### config.mk
export PLATFORM = sky130hd
export DESIGN_NAME = tlc_light_sequencer_flat
export DESIGN_NICKNAME = d
export VERILOG_FILES = /design/src/rtl/tlc_light_sequencer_pkg.sv /design/src/rtl/tlc_light_sequencer_if.sv /design/src/rtl/tlc_light_sequencer_phase_timer.sv /design/src/rtl/tlc_light_sequencer.sv /design/src/flat_wrapper.sv
export SDC_FILE = /design/constraint.sdc
export NUM_CORES = 1
export LEC_CHECK = 0
export BUFFER_PORTS_ARGS = -buffer_cell sky130_fd_sc_hd__buf_2
export CORE_UTILIZATION = 35
export DETAILED_ROUTE_END_ITERATION = 16
export SYNTH_ARGS = -nofsm -noshare
export SYNTH_HDL_FRONTEND = slang
export SYNTH_HIERARCHICAL = 1
export SYNTH_SLANG_ARGS = --single-unit
### constraint.sdc
create_clock -name clk -period 6.6 [get_ports clk]
set_input_delay 0.99 -clock clk [delete_from_list [all_inputs] [get_ports clk]]
set_output_delay 0.99 -clock clk [all_outputs]
set_load 0.01 [all_outputs]
### src/rtl/tlc_light_sequencer_pkg.sv
// ---------------------------------------------------------------------------
// tlc_light_sequencer_pkg
//
// Purpose:
//   Shared definitions for the traffic-light sequencer slice: direction codes
//   (the same values the TLC master drives), lamp-head encodings, sequencer
//   state codes, default timing and a lamp decode helper.
//
// Contents:
//   DIR_*          2-bit direction codes (NS, EW, LT, illegal)
//   lamp_t         3-bit lamp head {red,yellow,green}, always one-hot
//   LAMP_*         red / yellow / green encodings
//   seq_state_t    sequencer FSM states
//   DEF_*          default timing parameters and phase counter width
//   lampFor()      lamp head value for one approach given state and holder
// ---------------------------------------------------------------------------
package tlc_light_sequencer_pkg;

  localparam logic [1:0] DIR_NS  = 2'b00;
  localparam logic [1:0] DIR_EW  = 2'b01;
  localparam logic [1:0] DIR_LT  = 2'b10;
  localparam logic [1:0] DIR_ILL = 2'b11;

  typedef logic [2:0] lamp_t;

  localparam lamp_t LAMP_RED = 3'b100;
  localparam lamp_t LAMP_YEL = 3'b010;
  localparam lamp_t LAMP_GRN = 3'b001;

  // Encoding 2'b11 is deliberately left unused; the FSM recovers from it
  // by returning to its reset values.
  typedef enum logic [1:0] {
    ST_GREEN  = 2'b00,
    ST_YELLOW = 2'b01,
    ST_ALLRED = 2'b10
  } seq_state_t;

  // Each timing value must lie in 1..2^CW-1 so that the counter compare
  // values fit in CW bits without wrapping.
  localparam int DEF_MIN_GREEN  = 8;
  localparam int DEF_YELLOW_CYC = 3;
  localparam int DEF_ALLRED_CYC = 2;
  localparam int DEF_CW         = 4;

  // Only the approach holding right of way can ever be non-red, which is
  // what keeps the one-non-red safety property structural rather than
  // something each output has to get right on its own.
  function automatic lamp_t lampFor(seq_state_t st, logic [1:0] holder,
                                    logic [1:0] approach);
    lamp_t l;
    l = LAMP_RED;
    if (approach == holder) begin
      case (st)
        ST_GREEN:  l = LAMP_GRN;
        ST_YELLOW: l = LAMP_YEL;
        default:   l = LAMP_RED;
      endcase
    end
    return l;
  endfunction

endpackage

### src/rtl/tlc_light_sequencer_if.sv
// ---------------------------------------------------------------------------
// tlc_light_sequencer_if
//
// Purpose:
//   Bundle between the TLC master and the light sequencer.
//
// Signals:
//   dir       master -> seq   requested direction (DIR_* codes)
//   ok        seq -> master   granted direction green and minimum time met
//   light_ns  seq -> lamps    NS head {red,yellow,green}
//   light_ew  seq -> lamps    EW head {red,yellow,green}
//   light_lt  seq -> lamps    LT head {red,yellow,green}
//   cur_dir   seq -> master   direction holding (or yielding) right of way
//
// Modports:
//   master    the TLC master side (drives dir)
//   slave     the sequencer side (drives everything else)
// ---------------------------------------------------------------------------
interface tlc_light_sequencer_if;
  import tlc_light_sequencer_pkg::*;

  logic [1:0] dir;
  logic       ok;
  lamp_t      light_ns;
  lamp_t      light_ew;
  lamp_t      light_lt;
  logic [1:0] cur_dir;

  modport master (
    output dir,
    input  ok,
    input  light_ns,
    input  light_ew,
    input  light_lt,
    input  cur_dir
  );

  modport slave (
    input  dir,
    output ok,
    output light_ns,
    output light_ew,
    output light_lt,
    output cur_dir
  );

endinterface

### src/rtl/tlc_light_sequencer_phase_timer.sv
// ---------------------------------------------------------------------------
// tlc_light_sequencer_phase_timer
//
// Purpose:
//   Phase counter for the light sequencer. Synchronous clear, enable, and a
//   CW-bit up-count that saturates at the current compare value, so the
//   count never wraps no matter how long a phase is held.
//
// Ports:
//   clk          in   1   clock
//   rst          in   1   synchronous active-high reset (count -> 0)
//   i_clear      in   1   synchronous clear, wins over enable
//   i_enable     in   1   count enable
//   i_limit      in   CW  compare / saturation value
//   o_countNext  out  CW  value the count takes at the next edge
//   o_done       out  1   current count equals i_limit
// ---------------------------------------------------------------------------
module tlc_light_sequencer_phase_timer #(
  parameter int CW = 4
) (
  input  logic          clk,
  input  logic          rst,
  input  logic          i_clear,
  input  logic          i_enable,
  input  logic [CW-1:0] i_limit,
  output logic [CW-1:0] o_countNext,
  output logic          o_done
);

  logic [CW-1:0] r_count;
  logic [CW-1:0] w_countNext;

  // Exposing the next count lets the sequencer register its outputs
  // against the post-edge count instead of lagging them by a cycle.
  always_comb begin
    w_countNext = r_count;
    if (i_clear) begin
      w_countNext = '0;
    end else if (i_enable && (r_count < i_limit)) begin
      w_countNext = r_count + 1'b1;
    end
  end

  always_ff @(posedge clk) begin
    if (rst) begin
      r_count <= '0;
    end else begin
      r_count <= w_countNext;
    end
  end

  assign o_countNext = w_countNext;
  assign o_done      = (r_count == i_limit);

endmodule

### src/rtl/tlc_light_sequencer.sv
// ---------------------------------------------------------------------------
// tlc_light_sequencer
//
// Purpose:
//   Sits downstream of the TLC master. Takes the requested direction and
//   walks the safe lamp sequence green -> yellow -> all-red -> green for
//   the new direction, reporting back when the current green has been held
//   long enough that a change may start.
//
// Parameters:
//   MIN_GREEN    cycles a green is held before ok / a change may start
//   YELLOW_CYC   cycles of yellow on the outgoing direction
//   ALLRED_CYC   cycles of all-red between yellow and the new green
//   CW           phase counter width; timing values must be in 1..2^CW-1
//
// Ports:
//   clk          in   1   clock
//   rst          in   1   synchronous active-high reset
//   bus          slave modport of tlc_light_sequencer_if
//                  dir in; ok, light_ns/ew/lt, cur_dir out
//
// All outputs are registered; there is no combinational path from dir to
// any output.
// ---------------------------------------------------------------------------
module tlc_light_sequencer
  import tlc_light_sequencer_pkg::*;
#(
  parameter int MIN_GREEN  = DEF_MIN_GREEN,
  parameter int YELLOW_CYC = DEF_YELLOW_CYC,
  parameter int ALLRED_CYC = DEF_ALLRED_CYC,
  parameter int CW         = DEF_CW
) (
  input  logic                 clk,
  input  logic                 rst,
  tlc_light_sequencer_if.slave bus
);

  // Yellow and all-red end on the last counted cycle, so their compare
  // values are one less than the phase length; green saturates at its
  // full minimum so ok can be read straight off the count.
  localparam logic [CW-1:0] L_MIN_GREEN = CW'(MIN_GREEN);
  localparam logic [CW-1:0] L_YEL_LAST  = CW'(YELLOW_CYC - 1);
  localparam logic [CW-1:0] L_AR_LAST   = CW'(ALLRED_CYC - 1);

  seq_state_t  r_state;
  logic [1:0]  r_curDir;
  logic [1:0]  r_tgt;
  logic        r_ok;
  lamp_t       r_lightNs;
  lamp_t       r_lightEw;
  lamp_t       r_lightLt;

  seq_state_t  w_stateNext;
  logic [1:0]  w_curDirNext;
  logic [1:0]  w_tgtNext;
  logic        w_clear;
  logic [CW-1:0] w_limit;
  logic [CW-1:0] w_countNext;
  logic        w_done;

  // Compare value for the phase currently running.
  always_comb begin
    w_limit = L_MIN_GREEN;
    case (r_state)
      ST_GREEN:  w_limit = L_MIN_GREEN;
      ST_YELLOW: w_limit = L_YEL_LAST;
      ST_ALLRED: w_limit = L_AR_LAST;
      default:   w_limit = L_MIN_GREEN;
    endcase
  end

  tlc_light_sequencer_phase_timer #(
    .CW (CW)
  ) u_timer (
    .clk         (clk),
    .rst         (rst),
    .i_clear     (w_clear),
    .i_enable    (1'b1),
    .i_limit     (w_limit),
    .o_countNext (w_countNext),
    .o_done      (w_done)
  );

  // Next-state decision. The target is captured only on leaving green, so
  // anything the master does on dir during yellow / all-red is ignored.
  // A request that arrives before the minimum green is simply not acted on
  // yet; it is taken on the first saturated cycle if it is still pending.
  always_comb begin
    w_stateNext  = r_state;
    w_curDirNext = r_curDir;
    w_tgtNext    = r_tgt;
    w_clear      = 1'b0;
    case (r_state)
      ST_GREEN: begin
        if (w_done && (bus.dir != r_curDir) && (bus.dir != DIR_ILL)) begin
          w_tgtNext   = bus.dir;
          w_stateNext = ST_YELLOW;
          w_clear     = 1'b1;
        end
      end
      ST_YELLOW: begin
        if (w_done) begin
          w_stateNext = ST_ALLRED;
          w_clear     = 1'b1;
        end
      end
      ST_ALLRED: begin
        if (w_done) begin
          w_curDirNext = r_tgt;
          w_stateNext  = ST_GREEN;
          w_clear      = 1'b1;
        end
      end
      default: begin
        w_stateNext  = ST_GREEN;
        w_curDirNext = DIR_NS;
        w_tgtNext    = DIR_NS;
        w_clear      = 1'b1;
      end
    endcase
  end

  // Outputs are registered from the next-state values so they line up
  // with the state register rather than trailing it by a cycle.
  always_ff @(posedge clk) begin
    if (rst) begin
      r_state   <= ST_GREEN;
      r_curDir  <= DIR_NS;
      r_tgt     <= DIR_NS;
      r_ok      <= 1'b0;
      r_lightNs <= LAMP_GRN;
      r_lightEw <= LAMP_RED;
      r_lightLt <= LAMP_RED;
    end else begin
      r_state   <= w_stateNext;
      r_curDir  <= w_curDirNext;
      r_tgt     <= w_tgtNext;
      r_ok      <= (w_stateNext == ST_GREEN) && (w_countNext == L_MIN_GREEN);
      r_lightNs <= lampFor(w_stateNext, w_curDirNext, DIR_NS);
      r_lightEw <= lampFor(w_stateNext, w_curDirNext, DIR_EW);
      r_lightLt <= lampFor(w_stateNext, w_curDirNext, DIR_LT);
    end
  end

  assign bus.ok       = r_ok;
  assign bus.light_ns = r_lightNs;
  assign bus.light_ew = r_lightEw;
  assign bus.light_lt = r_lightLt;
  assign bus.cur_dir  = r_curDir;

endmodule
### src/flat_wrapper.sv
// flat-port wrapper written by rule: the top's interface ports become plain ports
module tlc_light_sequencer_flat import tlc_light_sequencer_pkg::*;
#(
  parameter int MIN_GREEN  = DEF_MIN_GREEN,
  parameter int YELLOW_CYC = DEF_YELLOW_CYC,
  parameter int ALLRED_CYC = DEF_ALLRED_CYC,
  parameter int CW         = DEF_CW
)
  (clk, rst, bus_dir, bus_ok, bus_light_ns, bus_light_ew, bus_light_lt, bus_cur_dir);
  tlc_light_sequencer_if bus_i ();
  input  logic clk;
  input  logic rst;
  input wire logic [$bits(bus_i.dir)-1:0] bus_dir;
  output wire logic [$bits(bus_i.ok)-1:0] bus_ok;
  output wire logic [$bits(bus_i.light_ns)-1:0] bus_light_ns;
  output wire logic [$bits(bus_i.light_ew)-1:0] bus_light_ew;
  output wire logic [$bits(bus_i.light_lt)-1:0] bus_light_lt;
  output wire logic [$bits(bus_i.cur_dir)-1:0] bus_cur_dir;
  assign bus_i.dir = bus_dir;
  assign bus_ok = bus_i.ok;
  assign bus_light_ns = bus_i.light_ns;
  assign bus_light_ew = bus_i.light_ew;
  assign bus_light_lt = bus_i.light_lt;
  assign bus_cur_dir = bus_i.cur_dir;
  tlc_light_sequencer #(.MIN_GREEN(MIN_GREEN), .YELLOW_CYC(YELLOW_CYC), .ALLRED_CYC(ALLRED_CYC), .CW(CW)) u_core (.clk(clk), .rst(rst), .bus(bus_i));
endmodule
==> flow_summary.toml, run 1 <==
[final_layout]
register_area_um2 = 400
syn2layout_area_growth_pct = 13.9
drive_gt1_share_pct = 20.3
nNetsFinal = 173
fillers = 288
multiInputGateArea_um2 = 746
n_antenna_cell = 0

[global_routing]
grt_pass1_vias = 886
overflow = 0
grt_use_total_pct = 14.7
grt_start_max_net_pins = 12
grt_pass1_wl_um = 3970
antenna_found_initial = 0

[place]
io_buffer_count = 15
gp_congestion = 0.829
place_ws_ns = 3.14
hpwl_um = 1860

[worst_setup_path]
r2r-start = "u_core/r_state[1]$_SDFF_PP0_"
crit_required_ns = 6.82
cp_slowest_cell = "or4b_2"
critPathKind = "flop to flop"
rrSetupSlack_ns = 3.13
arrival_ns = 3.69
cp-start-kind = "flop"
max_stage_delay_ns = 0.62
rr_worst_depth = 12
path_max_fanout = 11
endpoint_kind = "flop"
crit_top_cell = "inv_1"
r2r-end = "u_core/bus.ok$_SDFF_PP0_"
path_cells = "inv_1, ha_1, inv_1, inv_1, ha_1, and4_1, inv_1, o21ai_0, nor2_1, mux2_4, or4b_2, nor3_1"

[logic_synthesis]
ys_types = 44
yosysTopAreaCell = "dfxtp_1"
ys_seq_elements = 20
synthTopCellsByArea = "dfxtp_1 (34%), ha_1 (11%), nor2_1 (5.1%)"
syn_area_per_cell_um2 = 8.55
syn_inst = 139
yosysSeqAreaShare_pct = 33.7
synth_area_um2 = 1190
synth_warnings = 6
synth_top_area_share_pct = 33.7

[cts]
post_cts_resized = 0
clock_latency_ns = 0.29
cts.sinks = 20
clkTransAtPathRegs_ns = 0.12
htreeDepth = 1
ctsHoldBuffers = 0
post_cts_buffers = 0
cts-root-buf = "clkbuf_4"
cts.path.max_buffers = 2
cts_tree = "yes"
cts_buffers = 3

[power]
ir_drop_mv = 0.0541
p_leak_nw = 0.580
powerDensity_nw_per_um2 = 156

[floorplanning]
core_um2 = 3130
pin_count = 16
die_y_um = 60.3
dieWidth_um = 60.3
initial_core_util_pct = 38.0
rows = 20
die-area_um2 = 3630

[sta]
finalWorstSetupSlack_ns = 3.13
tns_ns = 0
skew_ns = 0.00686
tightest_slew_ns = 0.679
final-setup-viol-count = 0
min_period_ns = 3.47
fin_crit_sh_pct = 52.6
final_hold_viol_count = 0
slew_violations = 0
fmax_mhz = 288
grt_setup_unrepaired = "no"
relSlewSlack_pct = 54.2

[detailed_routing]
drtIter0Drc = 39
vias = 1016
wl_um = 2380
antenna_left = 0
drtPass1Iterations = 4
wl_per_cell_um = 11.8
drc = 0
via_per_inst = 5.03

[run_status]
outcome = "completed"

[run]
cap_violations = 0

[hold_path]
holdCritPathClass = "flop to flop"
min-delay-start = "u_core/u_timer/r_count[0]$_SDFF_PP0_"
hold_end = "u_core/u_timer/r_count[0]$_SDFF_PP0_"
min_path_cells = 2
critical path: cells and delay by family (launching register included):
kind / cells / cell delay, ns
adders and majority gates: 2 / 0.59
muxes: 1 / 0.28
DFF: 1 / 0.46
AOI/OAI and AO/OA: 1 / 0.56
buffers and inverters: 4 / 0.30
and+or+nand+nor: 4 / 1.21
final cells by class:
class	instances	area share [%]
Timing Repair Buffer	15	5.55
Clock buffer	4	2.68
Tap cell	44	4.07
Inverter	11	3.05
Multi-Input combinational cell	108	55.1
Sequential cell	20	29.6
power breakdown:
group | total (W) | switching, W | internal, W
Sequential | 0.000124 | 0.00000174 | 0.000122
Clock | 0.0000699 | 0.0000363 | 0.0000335
Combinational | 0.0000172 | 0.00000929 | 0.00000794
worst max-delay path by stage:
stage                                             from                       end  slack, ns  depth (start not counted)
after floorplan           u_core/r_state[0]$_SDFF_PP0_  u_core/bus.ok$_SDFF_PP0_       3.50                         13
after global placement                      bus_dir[0]  u_core/bus.ok$_SDFF_PP0_       3.20                         10
after detailed placement                    bus_dir[0]  u_core/bus.ok$_SDFF_PP0_       3.14                         10
after CTS                 u_core/r_state[1]$_SDFF_PP0_  u_core/bus.ok$_SDFF_PP0_       3.14                         12
after global routing      u_core/r_state[1]$_SDFF_PP0_  u_core/bus.ok$_SDFF_PP0_       2.79                         12
final                     u_core/r_state[1]$_SDFF_PP0_  u_core/bus.ok$_SDFF_PP0_       3.13                         12
cells by family after synthesis:
group,after synthesis,share of synthesized area (%)
AOI/OAI and AO/OA,36,22.0
adders and majority gates,10,10.5
buffers and inverters,13,4.21
DFF,20,33.7
muxes,4,3.79
other,2,0.632
and+or+nand+nor,54,25.2
flip-flops by register name (all words and copies together), names as in the netlist:
name / count
u_core/bus.ok: 1
u_core/bus.light_ew: 3
u_core/u_timer/r_count: 4
u_core/r_tgt: 2
u_core/r_state: 2
u_core/bus.light_ns: 3
u_core/bus.light_lt: 3
u_core/bus.cur_dir: 2
cells in the mapped netlist:
master / n
a211o_1: 1
a211oi_1: 3
a21oi_1: 9
a21oi_2: 1
a221oi_2: 1
a22o_1: 2
a311o_2: 1
a31oi_1: 1
and2_1: 1
and2b_2: 1
and3_1: 1
and3b_1: 1
and4_1: 2
buf_1: 1
buf_2: 1
conb_1: 2
dfxtp_1: 20
ha_1: 10
inv_1: 11
mux2_4: 1
mux2i_1: 3
nand2_1: 10
nand2b_1: 4
nand3_1: 2
nand3b_1: 1
nand4_1: 1
nor2_1: 16
nor2b_1: 4
nor2b_2: 1
nor3_1: 3
nor3b_4: 1
o211a_1: 1
o211ai_2: 2
o21ai_0: 6
o21ai_1: 2
o21ai_2: 1
o21bai_1: 1
o221a_2: 1
o221ai_1: 2
o22ai_1: 1
or2_2: 1
or3_1: 2
or3b_1: 1
or4b_2: 1
placed cells by master (no fill, tap or decap), types with 2 or more instances in the layout:
cell,netlist,routed
conb_1,2,4
ha_1,10,10
o21ai_0,6,6
inv_1,11,11
or3_1,2,2
mux2i_1,3,3
a22o_1,2,2
nor2_1,16,16
nand2b_1,4,4
clkbuf_4,0,3
o21ai_1,2,2
a211oi_1,3,3
nand3_1,2,2
dfxtp_1,20,20
nor3_1,3,3
o211ai_2,2,2
buf_2,1,15
o221ai_1,2,2
a21oi_1,9,9
and4_1,2,2
nand2_1,10,10
nor2b_1,4,4
per-stage QoR:
stage	cell area (um^2)	hold slack (ns)	instances	total power (W)	util, %
floorplan	1200	0.464	141	0.000139	-
global placement	1320	0.508	198	0.000143	42.1
detailed placement	1320	0.501	198	0.000143	42.1
CTS	1350	0.530	202	0.000214	43.3
global route	1350	0.557	202	0.000225	43.3
finish	1350	0.527	202	0.000211	43.3
per-layer routing:
layer	routed length, um	track usage, %	part of all wire (%)
met2	1080	23.5	45
met1	1180	19.7	49
met5	0	0	0
met3	94	2.60	3.9
met4	25	4.98	1.1
Power figures use the tool's default switching activity.
==> run 2, diff against run 1 <==
ABC_AREA = 1   (was unset)
clock period = 2.85 ns   (was 6.6 ns; I/O delays follow)
==> run 2 against run 1 <==
  * Via count decreased by 4.1%
  * Sequential power increased by 130%
  * Count of clock-buffer cells in the layout decreased by 1
  * Final area increased by 0.92%
  * Critical path type unchanged
  * Critical endpoint unchanged
  * Largest cell class unchanged
  * Largest power group unchanged
==> flow_summary.toml, run 2 <==
[power]
clock_power_share_pct = 41.4
pwr-share-seq_pct = 52.2
p_leak_nw = 0.707
ir_drop_mv = 0.335
switching_power_w = 0.000110
p_int_w = 0.000437
powerDensity_nw_per_um2 = 401
combPwrFrac_pct = 6.4
p_sw_share_pct = 20.2

[place]
io_buffer_count = 15
placedCellCount = 220
hpwl_um = 1760
place_ws_ns = 0.198
gp_congestion = 0.857

[worst_setup_path]
cp_slowest_cell = "dfxtp_1"
r2r-start = "u_core/r_state[1]$_SDFF_PP0_"
rrSetupSlack_ns = 0.28
crit_top_cell = "inv_1"
critical_path.startpoint = "u_core/r_state[1]$_SDFF_PP0_"
r2r-end = "u_core/bus.ok$_SDFF_PP0_"
path_cells = "inv_1, ha_1, inv_1, inv_1, ha_1, nand2_1, nor2_2, inv_2, o211ai_1, inv_1, nand3_1, inv_1, nor2_1, nand2_1, nor3_1, nand2_1, nor2_1"
path_max_fanout = 5
endpoint_kind = "flop"
max_stage_delay_ns = 0.39
arrival_ns = 2.82
cpLargestDelayFamily = "simple AND/OR/NAND/NOR gates"
cp-endpoint = "u_core/bus.ok$_SDFF_PP0_"
path_depth = 17
rr_worst_depth = 17
cp_num_buf_inv = 6
cp-start-kind = "flop"
critPathKind = "flop to flop"
crit_required_ns = 3.09

[final_layout]
largest_register_ffs = 4
syn2layout_area_growth_pct = 16.9
drive_gt1_share_pct = 27.8
mostFrequentLayoutCells = "nand2_1 (35), inv_1 (24), dfxtp_1 (19)"
post-route-util_pct = 44.0
largest_register = "u_core/u_timer/r_count"
n_antenna_cell = 0
nNetsFinal = 195
final_common_cell = "nand2_1"
fillers = 341
fin_cells = 224

[logic_synthesis]
ys_types = 25
synth_edf_count = 0
ys_seq_elements = 20
yosysTopAreaCell = "dfxtp_1"
synth.most_common_cell = "nand2_1"
syn_inst = 157
synth_top_area_share_pct = 34.3
yosysSeqAreaShare_pct = 34.3
syn_area_per_cell_um2 = 7.44
synthTopCellsByArea = "dfxtp_1 (34%), nand2_1 (11%), ha_1 (11%)"
synth_warnings = 6
synth_ff_type = "dfxtp_1"
synth_area_um2 = 1170
ys_top_cells_by_count = "nand2_1 (35), inv_1 (24), dfxtp_1 (20), nor2_1 (12), nand3_1 (11)"
synthArstFlopShare_pct = 0

[floorplanning]
rows = 20
die_y_um = 59.8
core_um2 = 3100
initial_core_util_pct = 37.7
dieWidth_um = 59.8
die-area_um2 = 3570
pin_count = 16

[sta]
final_hold_viol_count = 0
fmax_mhz = 388
whs_ns = 0.479
slew_violations = 0
tns_ns = 0
min_period_ns = 2.57
skew_ns = 0.000806
fin_crit_sh_pct = 90.3
grt_setup_unrepaired = "no"
finalWorstSetupSlack_ns = 0.275
final-setup-viol-count = 0

[global_routing]
grt_pass1_vias = 821
antenna_found_initial = 0
grt_use_total_pct = 13.1
grt_start_max_net_pins = 13
overflow = 0
grt_pass1_wl_um = 3570

[detailed_routing]
wl_um = 2130
drc = 0
antenna_left = 0
via_per_inst = 4.35
vias = 974
wl_per_cell_um = 9.51
drtIter0Drc = 24
drtPass1Iterations = 4

[cts]
ctsHoldBuffers = 0
cts_buffers = 3
cts.path.max_buffers = 2
clock_latency_ns = 0.29
cts_tree = "yes"
clkTransAtPathRegs_ns = 0.11
htreeDepth = 1
cts.sinks = 20
cts-root-buf = "clkbuf_4"

[hold_path]
holdCritPathClass = "input port to flop"

[run]
cap_violations = 0

[run_status]
outcome = "completed"
==> run 2: cell count changes in the layout (fill, tap and decap cells not counted), sizes merged, moves of 4 or more <==
cell    change
inv        +19
nand2b      -4
nand4       +4
nor2b       -5
nand2      +36
o21ai       -8
nand3      +11
a21oi       -4
==> run 2: area by class of cell <==
type | count | area [um^2] | area share [%]
repair buffers | 16 | 82.6 | 6.04
multi-input cells | 109 | 654 | 47.9
clock buffers | 3 | 22.5 | 1.65
flip-flops and latches | 20 | 402 | 29.4
well taps | 44 | 55.1 | 4.03
inverters | 31 | 120 | 8.79
clock inverters | 1 | 30.0 | 2.20
==> run 2: tightest hold or removal path, delay by kind of cell <==
kind	cells	cell delay, ns
compound gates	1	0.06
buf+inv	1	0.11
simple gates	2	0.14
==> run 2: per-layer routing <==
metal | GRT usage, % | vias up | share of wire (%)
li1 | - | 521 | -
met1 | 18.4 | 439 | 52
met2 | 20.5 | 14 | 44
met3 | 3.90 | 0 | 3.4
met4 | 0.997 | 0 | 0
met5 | 0 | - | 0
==> run 2: worst min path at each step <==
stage	start	to	slack [ns]	cells after the start
after floorplan	u_core/r_tgt[0]$_SDFFE_PP0P_	u_core/r_tgt[0]$_SDFFE_PP0P_	0.44	2
after global placement	u_core/r_tgt[0]$_SDFFE_PP0P_	u_core/r_tgt[0]$_SDFFE_PP0P_	0.46	2
after detailed placement	u_core/r_tgt[0]$_SDFFE_PP0P_	u_core/r_tgt[0]$_SDFFE_PP0P_	0.47	2
after CTS	bus_dir[0]	u_core/r_tgt[0]$_SDFFE_PP0P_	0.47	4
after global routing	bus_dir[0]	u_core/r_tgt[0]$_SDFFE_PP0P_	0.47	4
final	bus_dir[0]	u_core/r_tgt[0]$_SDFFE_PP0P_	0.48	4
==> run 2: cells by family (layout without fill, tap and decap cells) <==
group	after synthesis	after routing	synth area share [%]
adder cells (fa/ha/maj)	10	10	10.7
AO/OA/AOI/OAI	9	9	6.21
other	2	6	0.643
buffers and inverters	32	51	11.2
AND/OR/NAND/NOR	84	84	36.9
flip-flops	20	20	34.3
==> run 2: through the flow <==
| stage | total power (W) | cell area [um^2] |
|---|---|---|
| after detailed placement | 0.000327 | 1310 |
| final | 0.000547 | 1370 |
| after global placement | 0.000326 | 1310 |
| after floorplan | 0.000319 | 1180 |
| after CTS | 0.000554 | 1360 |
| after global routing | 0.000570 | 1370 |
==> run 2: power groups by stage <==
stage	logic (W)	registers, W	clock network (W)
3_3_place_gp	0.0000346	0.000292	0
4_1_cts	0.0000353	0.000286	0.000233
3_5_place_dp	0.0000353	0.000292	0
2_1_floorplan	0.0000278	0.000291	0
5_1_grt	0.0000408	0.000286	0.000243
6_report	0.0000349	0.000286	0.000227
==> run 2: what timing repair did <==
item                                    CTS  global route
endpoints found under the setup margin    0             1
gates resized for setup                   0             2
hold endpoints to repair                  0             0
buffers inserted                          0             0
==> run 3, diff against run 2 <==
ABC_AREA = unset   (was 1)
CORE_UTILIZATION = 30   (was 35)
==> run 3 against run 2 <==
  * Sequential share of layout area down 2.1 points
  * Die area increased by 18%
  * Cell count down 6.3%
  * Total power increased by 11%
  * Fmax shrank 6.4%
  * Critical path depth fell by 5
  * Final area up 7.2%
  * Clock skew hardly changed
  * Utilization decreased by 4.9 points
  * Wire length is 27% higher
  * Largest cell class unchanged
  * Largest power group unchanged
==> flow_summary.toml, run 3 (same netlist as run 1, synthesis figures left out) <==
[final_layout]
register_area_um2 = 400
fillers = 402
nNetsFinal = 177
n_antenna_cell = 0
drive_gt1_share_pct = 25.9
largest_register_ffs = 4
post-route-util_pct = 39.1
multiInputGateArea_um2 = 787
mostFrequentLayoutCells = "dfxtp_1 (20), nor2_1 (16), buf_2 (15)"
final_common_cell = "dfxtp_1"
largest_register = "u_core/u_timer/r_count"
syn2layout_area_growth_pct = 23.3

[global_routing]
grt_pass1_vias = 991
grt_start_max_net_pins = 13
overflow = 0
grt_pass1_wl_um = 4310
antenna_found_initial = 0
grt_use_total_pct = 13.1

[detailed_routing]
wl_um = 2710
wl_per_cell_um = 12.9
via_per_inst = 5.16
drc = 0
drtPass1Iterations = 4
vias = 1083
antenna_left = 0
drtIter0Drc = 63

[cts]
cts_tree = "yes"
clock_latency_ns = 0.25
cts.path.max_buffers = 2
cts_buffers = 3
cts-root-buf = "clkbuf_8"
clkTransAtPathRegs_ns = 0.08
ctsHoldBuffers = 0
htreeDepth = 1
cts.sinks = 20

[power]
powerDensity_nw_per_um2 = 416
ir_drop_mv = 0.254
p_leak_nw = 0.624

[worst_setup_path]
cp-start-kind = "flop"
r2r-start = "u_core/r_state[0]$_SDFF_PP0_"
critPathKind = "flop to flop"
arrival_ns = 2.94
path_cells = "inv_2, ha_4, inv_1, inv_1, ha_1, and4_1, inv_1, o21ai_4, nor2_1, mux2_4, or4b_2, nor3_2"
path_max_fanout = 8
crit_required_ns = 3.04
rrSetupSlack_ns = 0.10
rr_worst_depth = 12
cp_slowest_cell = "or4b_2"
crit_top_cell = "inv_1"
max_stage_delay_ns = 0.65
r2r-end = "u_core/bus.ok$_SDFF_PP0_"
endpoint_kind = "flop"

[sta]
fmax_mhz = 364
final_hold_viol_count = 0
final-setup-viol-count = 0
slew_violations = 0
tns_ns = 0
min_period_ns = 2.75
fin_crit_sh_pct = 96.5
skew_ns = 0.000796

[run_status]
outcome = "completed"

[hold_path]
hold_end = "u_core/r_tgt[0]$_SDFFE_PP0P_"
min-delay-start = "bus_dir[0]"
holdCritPathClass = "input port to flop"
min_path_cells = 2

[place]
gp_congestion = 0.808
hpwl_um = 2100
io_buffer_count = 15

[floorplanning]
pin_count = 16
rows = 22
initial_core_util_pct = 31.8
die_y_um = 64.9
die-area_um2 = 4220
dieWidth_um = 64.9
core_um2 = 3740

[run]
cap_violations = 0
run 3: through the flow:
step	std cells	hold slack, ns	cell area, um^2	worst slack (ns)	power, W
2_1_floorplan	141	0.464	1210	0.0179	0.000323
3_3_place_gp	206	0.504	1360	0.190	0.000334
3_5_place_dp	206	0.503	1360	0.0430	0.000334
4_1_cts	210	0.432	1440	0.0136	0.000621
5_1_grt	210	0.445	1470	-0.00985	0.000638
6_report	210	0.438	1470	0.100	0.000610
run 3: area by class of cell:
cell class                 count  share of cell area (%)
clock inverter                 1                    2.05
inverter                      11                    2.82
timing repair buffer          19                    7.17
sequential                    20                    27.3
clock buffer                   3                    2.82
tap                           48                    4.10
multi-input combinational    108                    53.7
run 3: critical path: cells and delay by family (launching register included):
| family | cells | cell delay, ns |
|---|---|---|
| AND/OR/NAND/NOR | 4 | 1.01 |
| adder cells (fa/ha/maj) | 2 | 0.54 |
| flip-flops | 1 | 0.35 |
| buffers and inverters | 4 | 0.28 |
| multiplexers | 1 | 0.26 |
| AO/OA/AOI/OAI | 1 | 0.23 |
run 3: routing by layer:
layer	global-route usage, %	routed length, um
met2	21.7	1280
met3	3.35	111
met4	3.61	0
met1	16.6	1320
met5	0	0
run 3: what timing repair did:
item	CTS	global route
setup buffers	0	0
resized for setup	0	6
setup endpoints to repair	0	5
hold endpoints to repair	0	0
run 3: power breakdown:
part	total, W	internal, W	switching, W
Sequential	0.000286	0.000282	0.00000409
Combinational	0.0000419	0.0000191	0.0000228
Clock	0.000282	0.000187	0.0000947
Total	0.000610	0.000488	0.000122
run 3: worst max-delay path by stage:
stage / startpoint / to / slack, ns
after global routing: u_core/r_state[0]$_SDFF_PP0_ / u_core/bus.ok$_SDFF_PP0_ / -0.01
final: u_core/r_state[0]$_SDFF_PP0_ / u_core/bus.ok$_SDFF_PP0_ / 0.10
after CTS: u_core/r_state[0]$_SDFF_PP0_ / u_core/bus.ok$_SDFF_PP0_ / 0.01
after detailed placement: u_core/r_state[0]$_SDFF_PP0_ / u_core/bus.ok$_SDFF_PP0_ / 0.04
after floorplan: u_core/r_state[0]$_SDFF_PP0_ / u_core/bus.ok$_SDFF_PP0_ / 0.02
after global placement: u_core/r_state[0]$_SDFF_PP0_ / u_core/bus.light_ew[1]$_SDFF_PP0_ / 0.19
